**src/rtl/jh_external_reg_fifo.sv**
```systemverilog
// jh_external_reg_fifo: register-based synchronous FIFO with first-word-fall-through output.
// It acts as a small elastic buffer between a producer and a consumer in one clock domain.
//
// Ports:
//   clk       - single clock; all state updates on the rising edge
//   rstn      - asynchronous active-low reset; empties the FIFO and zeroes the storage
//   in_data   - write data
//   in_valid  - write request
//   in_ready  - FIFO can accept a word (not full)
//   out_data  - head-of-FIFO data (stale when out_valid is low)
//   out_valid - FIFO holds at least one word
//   out_ready - consumer accepts the head word
//   clear     - synchronous flush; takes priority over push and pop
//   count     - number of stored words, 0..FIFO_DEPTH
module jh_external_reg_fifo #(
    parameter int unsigned DATA_WIDTH = 8,
    parameter int unsigned FIFO_DEPTH = 4
) (
    input  logic                              clk,
    input  logic                              rstn,
    input  logic [DATA_WIDTH-1:0]             in_data,
    input  logic                              in_valid,
    output logic                              in_ready,
    output logic [DATA_WIDTH-1:0]             out_data,
    output logic                              out_valid,
    input  logic                              out_ready,
    input  logic                              clear,
    output logic [$clog2(FIFO_DEPTH):0]       count
);

    localparam int unsigned LB_FIFO_DEPTH = $clog2(FIFO_DEPTH);
    localparam logic [LB_FIFO_DEPTH:0] FULL_COUNT = (LB_FIFO_DEPTH + 1)'(FIFO_DEPTH);

    logic [DATA_WIDTH-1:0]    r_mem [FIFO_DEPTH];
    logic [LB_FIFO_DEPTH-1:0] r_wr_ptr;
    logic [LB_FIFO_DEPTH-1:0] r_rd_ptr;
    logic [LB_FIFO_DEPTH:0]   r_count;

    logic w_push;
    logic w_pop;

    assign in_ready  = (r_count != FULL_COUNT);
    assign out_valid = (r_count != '0);
    assign count     = r_count;
    assign out_data  = r_mem[r_rd_ptr];

    assign w_push = in_valid && in_ready;
    assign w_pop  = out_valid && out_ready;

    // Storage: only written on an accepted push that is not overridden by clear.
    always_ff @(posedge clk or negedge rstn) begin
        if (!rstn) begin
            for (int i = 0; i < FIFO_DEPTH; i++) begin
                r_mem[i] <= '0;
            end
        end else if (w_push && !clear) begin
            r_mem[r_wr_ptr] <= in_data;
        end
    end

    // Pointers wrap naturally since FIFO_DEPTH is a power of two.
    always_ff @(posedge clk or negedge rstn) begin
        if (!rstn) begin
            r_wr_ptr <= '0;
            r_rd_ptr <= '0;
            r_count  <= '0;
        end else if (clear) begin
            r_wr_ptr <= '0;
            r_rd_ptr <= '0;
            r_count  <= '0;
        end else begin
            if (w_push) begin
                r_wr_ptr <= r_wr_ptr + LB_FIFO_DEPTH'(1);
            end
            if (w_pop) begin
                r_rd_ptr <= r_rd_ptr + LB_FIFO_DEPTH'(1);
            end
            case ({w_push, w_pop})
                2'b10:   r_count <= r_count + (LB_FIFO_DEPTH + 1)'(1);
                2'b01:   r_count <= r_count - (LB_FIFO_DEPTH + 1)'(1);
                default: r_count <= r_count;
            endcase
        end
    end

endmodule

```
**config.mk**
```make
export PLATFORM = sky130hd
export DESIGN_NAME = jh_external_reg_fifo
export DESIGN_NICKNAME = d
export VERILOG_FILES = /design/src/rtl/jh_external_reg_fifo.sv
export SDC_FILE = /design/constraint.sdc
export NUM_CORES = 1
export LEC_CHECK = 0
export BUFFER_PORTS_ARGS = -buffer_cell sky130_fd_sc_hd__clkbuf_2
export CORE_UTILIZATION = 48
export CTS_CLUSTER_SIZE = 10
export DETAILED_ROUTE_END_ITERATION = 7
export GPL_TIMING_DRIVEN = 0
export PLACE_DENSITY = 0.73
export SLEW_MARGIN = 20
export SYNTH_ARGS = -nofsm -noshare
export SYNTH_HDL_FRONTEND = slang
export SYNTH_SLANG_ARGS = --single-unit
```
**constraint.sdc**
```tcl
create_clock -name clk -period 1.9 [get_ports clk]
set_input_delay 0.19 -clock clk [delete_from_list [all_inputs] [get_ports clk]]
set_output_delay 0.19 -clock clk [all_outputs]
set_load 0.02 [all_outputs]
```
==> summary.txt <==
Yosys
  – Register bit total from synthesis: 39
  – Post-synth EDFFs: 0
  – Post-synth ARST share: 100%
  – Multiplexer share of the synthesized area: a little under a third
  – Post-Syn Nets: around 160
  – Post-synthesis compound-gate area fraction: under 10%
  – Synth unique cells: 32
  – Syn Area/Cell: about 15 um^2
  – Synthesized area: approximately 0.0021 mm^2
  – Adder-cell share of the synthesized area: between 3 and 4%
  – Top cells by count, synth: dfrtp_1 (39), mux2_4 (32), mux4_2 (8), nor2_1 (8), nand2_1 (6)
  – Leading area contributor after synthesis: dfrtp_1
  – Register area share after synthesis: approximately 47%
  – Synth Instances: approximately 140
  – Most used DFF post-synth: dfrtp_1
  – Area share of the largest cell type after synthesis: a little under half
  – Largest family of logic cells by synthesized area: multiplexers
  – Yosys warning count: 0
  – Area contributors post-synth: dfrtp_1 (47%), mux2_4 (23%), mux4_2 (8.7%), nand2_8 (3.9%), ha_1 (2.4%)
  – Count leader, synth: dfrtp_1
  – Synth Area in XOR/XNOR: between 1.5 and 2%
  – Simple-gate share of the synthesized area: roughly 11%

Clock tree
  – Clock latency on the worst-skew pair: 0.30 ns
  – H-tree depth: 2
  – CTS Buf Count: 5
  – Buffer depth of the longest clock path: 2
  – CTS root buf: clkbuf_8
  – CTS tree: built
  – Clk slew on worst S/H paths: 0.08 ns
  – CTS Hold Bufs: 0
  – CTS sink count: 39

Setup path
  – Crit path launch: count[1]$_DFFE_PN0P_
  – Setup crit start kind: register
  – CP Class: reg2reg
  – RR Endpoint: count[1]$_DFFE_PN0P_
  – Worst setup path end: count[1]$_DFFE_PN0P_
  – Worst-case reg-to-reg path depth: 5
  – WP data arrival: between 2 and 2.5 ns
  – RR Startpoint: count[1]$_DFFE_PN0P_
  – Reg2Reg Setup Slack: between 0.0005 and 0.0006 ns
  – Req. time, crit path: about 2.1 ns
  – CP endpoint kind: register
  – Worst-path fanout max: 3

Global route
  – GRT Residual Overflow: 0
  – Initial antenna violation count: 0
  – First-pass GRT wire length: between 6 and 7 mm
  – Total track usage: 19.5%
  – Pin count of the biggest net entering global routing: 40
  – Vias in the first global route: ~1300

STA
  – # setup viols final: 0
  – Worst Skew: approximately 0.0073 ns
  – Final Slew Violations: 0
  – Transition time of the tightest slew-check pin: between 0.9 and 1 ns
  – Rel. slew slack: a little over a third
  – Minimum clock period: roughly 1.9 ns
  – F_max: about 530 MHz
  – Final hold vios: 0
  – Period utilization: between 90% and 100%
  – RSZ-0062 raised after global routing: true

Die
  – Row Count: 23
  – Starting Density: 51.0%
  – Ports: 26
  – Full die area: 0.00458 mm^2
  – Die Span Y: slightly below 70 um
  – Core area: a little over 0.004 mm^2
  – Chip Width: around 68 um

Power
  – Static leakage: approximately 1.2 nW
  – Maximum VDD drop: between 0.4 and 0.5 mV
  – Power Total: roughly 3.0 mW
  – Pwr Density: about 1200 mW/mm^2

Placed design
  – Detail Placement HPWL: roughly 2.5 mm
  – Port Buf Inserts: 24
  – RePlAce Congestion: 0.722
  – Placed cell area: between 0.002 and 0.0025 mm^2

Final layout
  – Final nets: 195
  – Post-layout util: between 60 and 70%
  – Area delta synth->final: 17.8%
  – Layout cells sized above 1: approximately 55%
  – Diode count: 0
  – Fillers: around 320
  – Finished Cell Area: around 0.0024 mm^2

Outcome
  – Status: complete, no violations

Route
  – Via density: 5.52
  – WL final: 3.98 mm
  – ANT nets after route: 0
  – Number of remaining DRC errors: 0
  – Initial DRC count: 50
  – Post-detailed-route wirelength per cell: approximately 17 um
  – Pre-antenna DRT Iters: 4
  – Via count: ~1300

Worst hold path
  – Hold WC Path Type: in2async

Job
  – Max-Cap Viols: 0
## sequential cells by signal (all words and copies together) (netlist names)
register,cells
r_mem,32
count,3
r_rd_ptr,2
r_wr_ptr,2
## worst max-delay path: stages (launching register included)
cell and delay [ns]:
dfrtp_2 0.43, or3_4 0.39, and3_4 0.19, fa_2 0.54
a41oi_2 0.10, nor3_2 0.18
## placed cells by master, fill, tap and decap left out, drive strengths merged, types with 3 or more instances in the layout
cell,netlist,final
buf,4,11
clkbuf,2,33
dfrtp,39,39
ha,4,4
mux2,32,32
mux4,8,8
nand2,10,10
nand3,5,5
nor2,8,8
o21ai,3,3
## per-stage QoR
stage,hold slack [ns],std cells,TNS [ns],setup WS (ns)
after CTS,0.0709,225,-0.00363,-0.00363
after floorplan,-0.106,138,-0.0660,-0.0571
after detailed placement,0.394,212,-0.123,-0.107
after global routing,0.105,228,-0.0873,-0.0514
after global placement,0.369,212,-0.0193,-0.0193
final,0.0330,228,0,0.000584
## cell families after synthesis
| logic type | after synthesis |
|---|---|
| DFF | 39 |
| buffers and inverters | 8 |
| AOI/OAI and AO/OA | 10 |
| adders and majority gates | 5 |
| and+or+nand+nor | 32 |
| muxes | 40 |
| xor gates and xnor gates | 4 |
## power breakdown
part | leakage (nW) | switching [mW] | internal [mW] | total [mW]
clock network | 0.0412 | 0.298 | 0.257 | 0.555
registers | 0.490 | 0.164 | 1.11 | 1.27
logic | 0.648 | 0.468 | 0.681 | 1.15
total | 1.18 | 0.930 | 2.05 | 2.98
## timing repair
item                                    in CTS  in global routing
resized for setup                            1                  5
buffers inserted                             6                  3
pin swaps                                    0                  5
cloned                                       0                  0
endpoints found under the setup margin       5                 18
## metal layers
layer | wire length, um | part of all wire (%) | track usage (%)
met4 | 108 | 2.7 | 9.84
met2 | 1970 | 50 | 31.8
met3 | 155 | 3.9 | 4.22
met1 | 1750 | 44 | 24.2
met5 | 0 | 0 | 0
## how the worst min path moves through the flow
stage	from	endpoint	slack [ns]	cells past startpoint
3_5_place_dp	rstn	r_mem[23]$_DFFE_PN0P_	0.39	1
2_1_floorplan	rstn	count[0]$_DFFE_PN0P_	-0.11	0
3_3_place_gp	rstn	r_mem[26]$_DFFE_PN0P_	0.37	1
6_report	rstn	r_mem[23]$_DFFE_PN0P_	0.03	1
4_1_cts	rstn	r_mem[28]$_DFFE_PN0P_	0.07	1
5_1_grt	rstn	r_mem[28]$_DFFE_PN0P_	0.11	1
## cell type report
type	instances	area [um^2]	share of cell area (%)
plain buffers	5	30.0	1.23
repair buffers	33	191	7.85
well taps	50	62.6	2.57
multi-input cells	91	1080	44.4
flip-flops and latches	39	980	40.2
inverters	2	7.51	0.308
clock buffers	6	72.6	2.98
clock inverters	2	12.5	0.513
Power figures use the tool's default switching activity.
